===== src/rtl/safe_zone_ctrl_if.sv =====
// safe_zone_ctrl_if: tracker-facing signal bundle of the safe-zone round generator
interface safe_zone_ctrl_if #(
  parameter int X_WIDTH = 10,
  parameter int RATING_WIDTH = 8,
  parameter int TICK_WIDTH = 8
);
  logic i_tick;
  logic i_pause;
  logic i_restart;
  logic [RATING_WIDTH-1:0] i_rating;
  logic [X_WIDTH-1:0] i_player_x;
  logic o_ready;
  logic o_round_ended;
  logic o_is_win;
  logic [X_WIDTH-1:0] o_zone_left;
  logic [X_WIDTH-1:0] o_zone_right;
  logic [TICK_WIDTH-1:0] o_time_left;
  modport master (
    output i_tick, i_pause, i_restart, i_rating, i_player_x,
    input o_ready, o_round_ended, o_is_win, o_zone_left, o_zone_right, o_time_left
  );
  modport slave (
    input i_tick, i_pause, i_restart, i_rating, i_player_x,
    output o_ready, o_round_ended, o_is_win, o_zone_left, o_zone_right, o_time_left
  );
endinterface


===== src/rtl/safe_zone_ctrl.sv =====
// safe_zone_ctrl: LFSR safe-zone generator, rating-scaled countdown and round judge
module safe_zone_ctrl #(
  parameter int X_WIDTH = 10,
  parameter int SCREEN_W = 640,
  parameter int ZONE_W = 64,
  parameter int RATING_WIDTH = 8,
  parameter int TICK_WIDTH = 8,
  parameter int BASE_TICKS = 180,
  parameter int STEP_TICKS = 8,
  parameter int MIN_TICKS = 30
) (
  input logic clk,
  input logic rst,
  safe_zone_ctrl_if.slave sz
);
  localparam int DW = RATING_WIDTH + TICK_WIDTH + 1;
  typedef enum logic [1:0] {GEN, RUN, JUDGE, OVER} state_t;
  state_t state;
  logic [15:0] lfsr;
  logic [X_WIDTH-1:0] cand;
  logic [DW-1:0] prod, diff, dur;
  logic accept, win, tick_run;
  always_comb begin
    cand = lfsr[X_WIDTH-1:0];
    prod = DW'(sz.i_rating) * DW'(STEP_TICKS);
    diff = DW'(BASE_TICKS) - prod;
    dur = (prod > DW'(BASE_TICKS) || diff < DW'(MIN_TICKS)) ? DW'(MIN_TICKS) : diff;
    accept = state == GEN && !sz.i_pause && cand <= X_WIDTH'(SCREEN_W - ZONE_W);
    win = sz.i_player_x >= sz.o_zone_left && sz.i_player_x <= sz.o_zone_right;
    tick_run = state == RUN && sz.i_tick && !sz.i_pause;
  end
  always_ff @(posedge clk) begin
    if (rst) begin
      state <= GEN;
      lfsr <= 16'hACE1;
      sz.o_ready <= 1'b0;
      sz.o_round_ended <= 1'b0;
      sz.o_is_win <= 1'b0;
      sz.o_zone_left <= '0;
      sz.o_zone_right <= X_WIDTH'(ZONE_W - 1);
      sz.o_time_left <= '0;
    end else begin
      lfsr <= {lfsr[0] ^ lfsr[2] ^ lfsr[3] ^ lfsr[5], lfsr[15:1]};
      sz.o_ready <= accept;
      sz.o_round_ended <= state == JUDGE && !sz.i_pause;
      if (accept) begin
        sz.o_zone_left <= cand;
        sz.o_zone_right <= cand + X_WIDTH'(ZONE_W - 1);
        sz.o_time_left <= TICK_WIDTH'(dur);
        state <= RUN;
      end
      if (tick_run) begin
        sz.o_time_left <= sz.o_time_left - TICK_WIDTH'(1);
        if (sz.o_time_left == TICK_WIDTH'(1)) state <= JUDGE;
      end
      if (state == JUDGE && !sz.i_pause) begin
        sz.o_is_win <= win;
        state <= win ? GEN : OVER;
      end
      if (state == OVER && sz.i_restart) state <= GEN;
    end
  end
endmodule


===== src/flat_wrapper.sv =====
// flat-port wrapper written by rule: the top's interface ports become plain ports
module safe_zone_ctrl_flat 
#(
  parameter int X_WIDTH = 10,
  parameter int SCREEN_W = 640,
  parameter int ZONE_W = 64,
  parameter int RATING_WIDTH = 8,
  parameter int TICK_WIDTH = 8,
  parameter int BASE_TICKS = 180,
  parameter int STEP_TICKS = 8,
  parameter int MIN_TICKS = 30
)
  (clk, rst, sz_i_tick, sz_i_pause, sz_i_restart, sz_i_rating, sz_i_player_x, sz_o_ready, sz_o_round_ended, sz_o_is_win, sz_o_zone_left, sz_o_zone_right, sz_o_time_left);
  safe_zone_ctrl_if #(.X_WIDTH(X_WIDTH), .RATING_WIDTH(RATING_WIDTH), .TICK_WIDTH(TICK_WIDTH)) sz_i ();
  input logic clk;
  input logic rst;
  input wire logic [$bits(sz_i.i_tick)-1:0] sz_i_tick;
  input wire logic [$bits(sz_i.i_pause)-1:0] sz_i_pause;
  input wire logic [$bits(sz_i.i_restart)-1:0] sz_i_restart;
  input wire logic [$bits(sz_i.i_rating)-1:0] sz_i_rating;
  input wire logic [$bits(sz_i.i_player_x)-1:0] sz_i_player_x;
  output wire logic [$bits(sz_i.o_ready)-1:0] sz_o_ready;
  output wire logic [$bits(sz_i.o_round_ended)-1:0] sz_o_round_ended;
  output wire logic [$bits(sz_i.o_is_win)-1:0] sz_o_is_win;
  output wire logic [$bits(sz_i.o_zone_left)-1:0] sz_o_zone_left;
  output wire logic [$bits(sz_i.o_zone_right)-1:0] sz_o_zone_right;
  output wire logic [$bits(sz_i.o_time_left)-1:0] sz_o_time_left;
  assign sz_i.i_tick = sz_i_tick;
  assign sz_i.i_pause = sz_i_pause;
  assign sz_i.i_restart = sz_i_restart;
  assign sz_i.i_rating = sz_i_rating;
  assign sz_i.i_player_x = sz_i_player_x;
  assign sz_o_ready = sz_i.o_ready;
  assign sz_o_round_ended = sz_i.o_round_ended;
  assign sz_o_is_win = sz_i.o_is_win;
  assign sz_o_zone_left = sz_i.o_zone_left;
  assign sz_o_zone_right = sz_i.o_zone_right;
  assign sz_o_time_left = sz_i.o_time_left;
  safe_zone_ctrl #(.X_WIDTH(X_WIDTH), .SCREEN_W(SCREEN_W), .ZONE_W(ZONE_W), .RATING_WIDTH(RATING_WIDTH), .TICK_WIDTH(TICK_WIDTH), .BASE_TICKS(BASE_TICKS), .STEP_TICKS(STEP_TICKS), .MIN_TICKS(MIN_TICKS)) u_core (.clk(clk), .rst(rst), .sz(sz_i));
endmodule

===== config.mk =====
export PLATFORM = sky130hd
export DESIGN_NAME = safe_zone_ctrl_flat
export DESIGN_NICKNAME = d
export VERILOG_FILES = /design/src/rtl/safe_zone_ctrl_if.sv /design/src/rtl/safe_zone_ctrl.sv /design/src/flat_wrapper.sv
export SDC_FILE = /design/constraint.sdc
export NUM_CORES = 1
export LEC_CHECK = 0
export CAP_MARGIN = 20
export CORE_UTILIZATION = 50
export DETAILED_ROUTE_END_ITERATION = 12
export GPL_TIMING_DRIVEN = 0
export PLACE_DENSITY_LB_ADDON = 0.25
export SYNTH_ARGS = -nofsm -noshare
export SYNTH_HDL_FRONTEND = slang
export SYNTH_SLANG_ARGS = --single-unit

===== constraint.sdc =====
create_clock -name clk -period 2.8 [get_ports clk]
set_clock_uncertainty 0.15 [all_clocks]
set_input_delay 0.56 -clock clk [delete_from_list [all_inputs] [get_ports clk]]
set_output_delay 0.56 -clock clk [all_outputs]
set_load 0.02 [all_outputs]

==> metrics <==
setup TNS 0 ns; # setup viols final 0; cts repair resizes 0; final period utilization approximately nine tenths; status finished clean; clock group share of total power a little over a quarter; Seq pwr share around 49%; WHS 0.265 ns; Mapped Cells about 300; Post-synth EDFFs 0; Synthesis Warnings 0; Skew-Pair Late Insertion Delay between 0.3 and 0.4 ns; Final HPWL DP 4.49 mm; Area Growth Syn to Fin 26.8%; RSZ-0062 raised after global routing false; Post-synth top flop dfxtp_1; Largest delay share family, worst path compound AO/OA/AOI/OAI gates; Die Area ~5500 um2; initial core utilization between 50% and 60%; most used cell, CP o21ai_0; Post-CTS Setup Bufs 0; H-tree level count 2; max_slew headroom between 60% and 70%; Max stage delay cell, worst path clkdlybuf4s50_1; crit-path cells clkdlybuf4s50_1 > ha_1 > a211o_1 > a21oi_1 > o21ai_0 > o21ai_0 > nand4_1 > o211a_1; vias in the first global route roughly 2200; clk sinks 49; cell total after placement between 400 and 500; Finished Layout Cells approximately 430; hold buffer count at CTS 0; Placer Congestion around 0.84; Worst Setup Path Type in -> reg; synthesis-stage register bit count 49; global-route wire length before repair between 9 and 10 mm; WL final between 5 and 6 mm; Clock Pin Slew Worst Setup and Hold Paths around 0.09 ns; CTS tree yes; Async SR Flop Fraction 0%; Leak between 0.001 and 0.0015 uW; Pint about 1100 uW; die height ~74 um; Final Total Pwr between 1500 and 2000 uW; leading cell type in the layout, fill and taps excluded clkdlybuf4s50_1; final hold violations 0; Vias per Instance about 5.3; layout cells sized above 1 8.91%; WP data arrival between 2 and 3 ns; Final nets about 410; antenna violations before repair 0; WP buf/inv 1; worst vdd ir around 0.35 mV; maximum capacitance violations 0; fmax ~400 MHz; post-route ant nets 0; longest individual stage delay on the worst path 0.45 ns; die width around 74 um; DR pass1 iterations 4; Sw Ratio between 20 and 30%; path type of the worst min-delay path reg -> reg; PD cells ~490 nW/um2; sequential fraction of the synthesis area 37.5%; I/O pins 54; FP Rows 25; Worst Path Required between 2 and 3 ns; Max FO, Critical Path 3; syn_nets between 300 and 400; Critical Path Start Type input port; Avg Cell Area, Syn a little under 9 um2; DRC Markers 0; drt initial violations 89; Mapped Area roughly 2600 um2; diodes inserted 0; Unique masters post-synth 48; DR vias around 2200; port buffer count 52; Tmin final approximately 2.5 ns; GRT overflow 0; largest net degree at the start of global routing 16; Worst-Margin Slew roughly 0.58 ns; Wirelength per Cell roughly 14 um; Critical Path End Type flop; core area around 5000 um2; Clock Path Buffers 2; net switching power between 400 and 500 uW; final slew viol count 0; CTS Buf Count 5; Gate power share around a quarter; most frequent cells in the layout 52 x clkdlybuf4s50_1, 49 x dfxtp_1, 32 x nand2_1; root buf cell clkbuf_8; Global Route Usage Sum a little under a quarter
-- worst paths after layout --
kind | startpoint | to | slack (ns) | cells past startpoint
min reg2reg | u_core.lfsr[14] | u_core.lfsr[13] | 0.26 | 1
max | sz_i_player_x[9] | u_core.state[1] | 0.31 | 8
min | u_core.lfsr[14] | u_core.lfsr[13] | 0.26 | 1
max reg2reg | u_core.lfsr[3] | u_core.sz.o_time_left[6] | 0.56 | 8
-- power by group through the flow --
stage               clock network [uW]  registers, uW  logic, uW
CTS                                444            790        403
detailed placement                   0            806        399
finish                             436            789        402
global route                       480            797        445
floorplan                            0            832        218
global placement                     0            805        391
-- layout make-up --
cell class | instances | area [um2]
fill | 434 | 1560
clock buffer | 6 | 82.6
tap | 67 | 83.8
inverter | 23 | 86.3
timing repair buffer | 52 | 520
clock inverter | 2 | 13.8
buffer | 13 | 82.6
multi-input combinational | 214 | 1470
sequential | 49 | 981
-- sequential cells by signal, indices dropped and copies added (netlist names) --
signal,count
u_core.sz.o_time_left,8
u_core.sz.o_ready,1
u_core.state,2
u_core.sz.o_is_win,1
u_core.sz.o_zone_right,10
u_core.sz.o_round_ended,1
u_core.sz.o_zone_left,10
u_core.lfsr,16
-- kinds of logic (layout without fill, tap and decap cells) --
family	count (synthesis)	in the layout	share of synthesized area, %
xor gates and xnor gates	16	16	5.35
buffers and inverters	36	96	6.45
and+or+nand+nor	107	107	20.9
adders and majority gates	25	25	12.0
AOI/OAI and AO/OA	66	66	17.9
DFF	49	49	37.5
-- routing by layer --
| metal | up-vias | track usage, % | part of all wire (%) |
|---|---|---|---|
| li1 | 1146 | - | - |
| met1 | 1039 | 30.3 | 48 |
| met2 | 40 | 39.6 | 47 |
| met3 | 14 | 4.74 | 3.4 |
| met4 | 0 | 6.71 | 1.5 |
| met5 | - | 0 | 0 |
-- through the flow --
stage                     worst slack (ns)  util (%)  area, um2
after floorplan                      0.773         -       2620
after global placement              0.0348      66.0       3220
after detailed placement          -0.00619      66.0       3220
after CTS                            0.321      68.0       3320
after global routing                 0.157      68.0       3320
final                                0.313      68.0       3320
-- Yosys cell counts, drive strengths merged, types with 7 or more instances --
master  count  area (um2)
nand2      33         126
a211o       8        70.1
xor2        8        70.1
inv        23        86.3
nor2b      10        62.6
a21oi      29         153
dfxtp      49         981
xnor2       8        70.1
or2         7        43.8
nor2       26        97.6
buf         7        58.8
ha         25         313
Note: power is estimated with default switching activity, not from simulation.
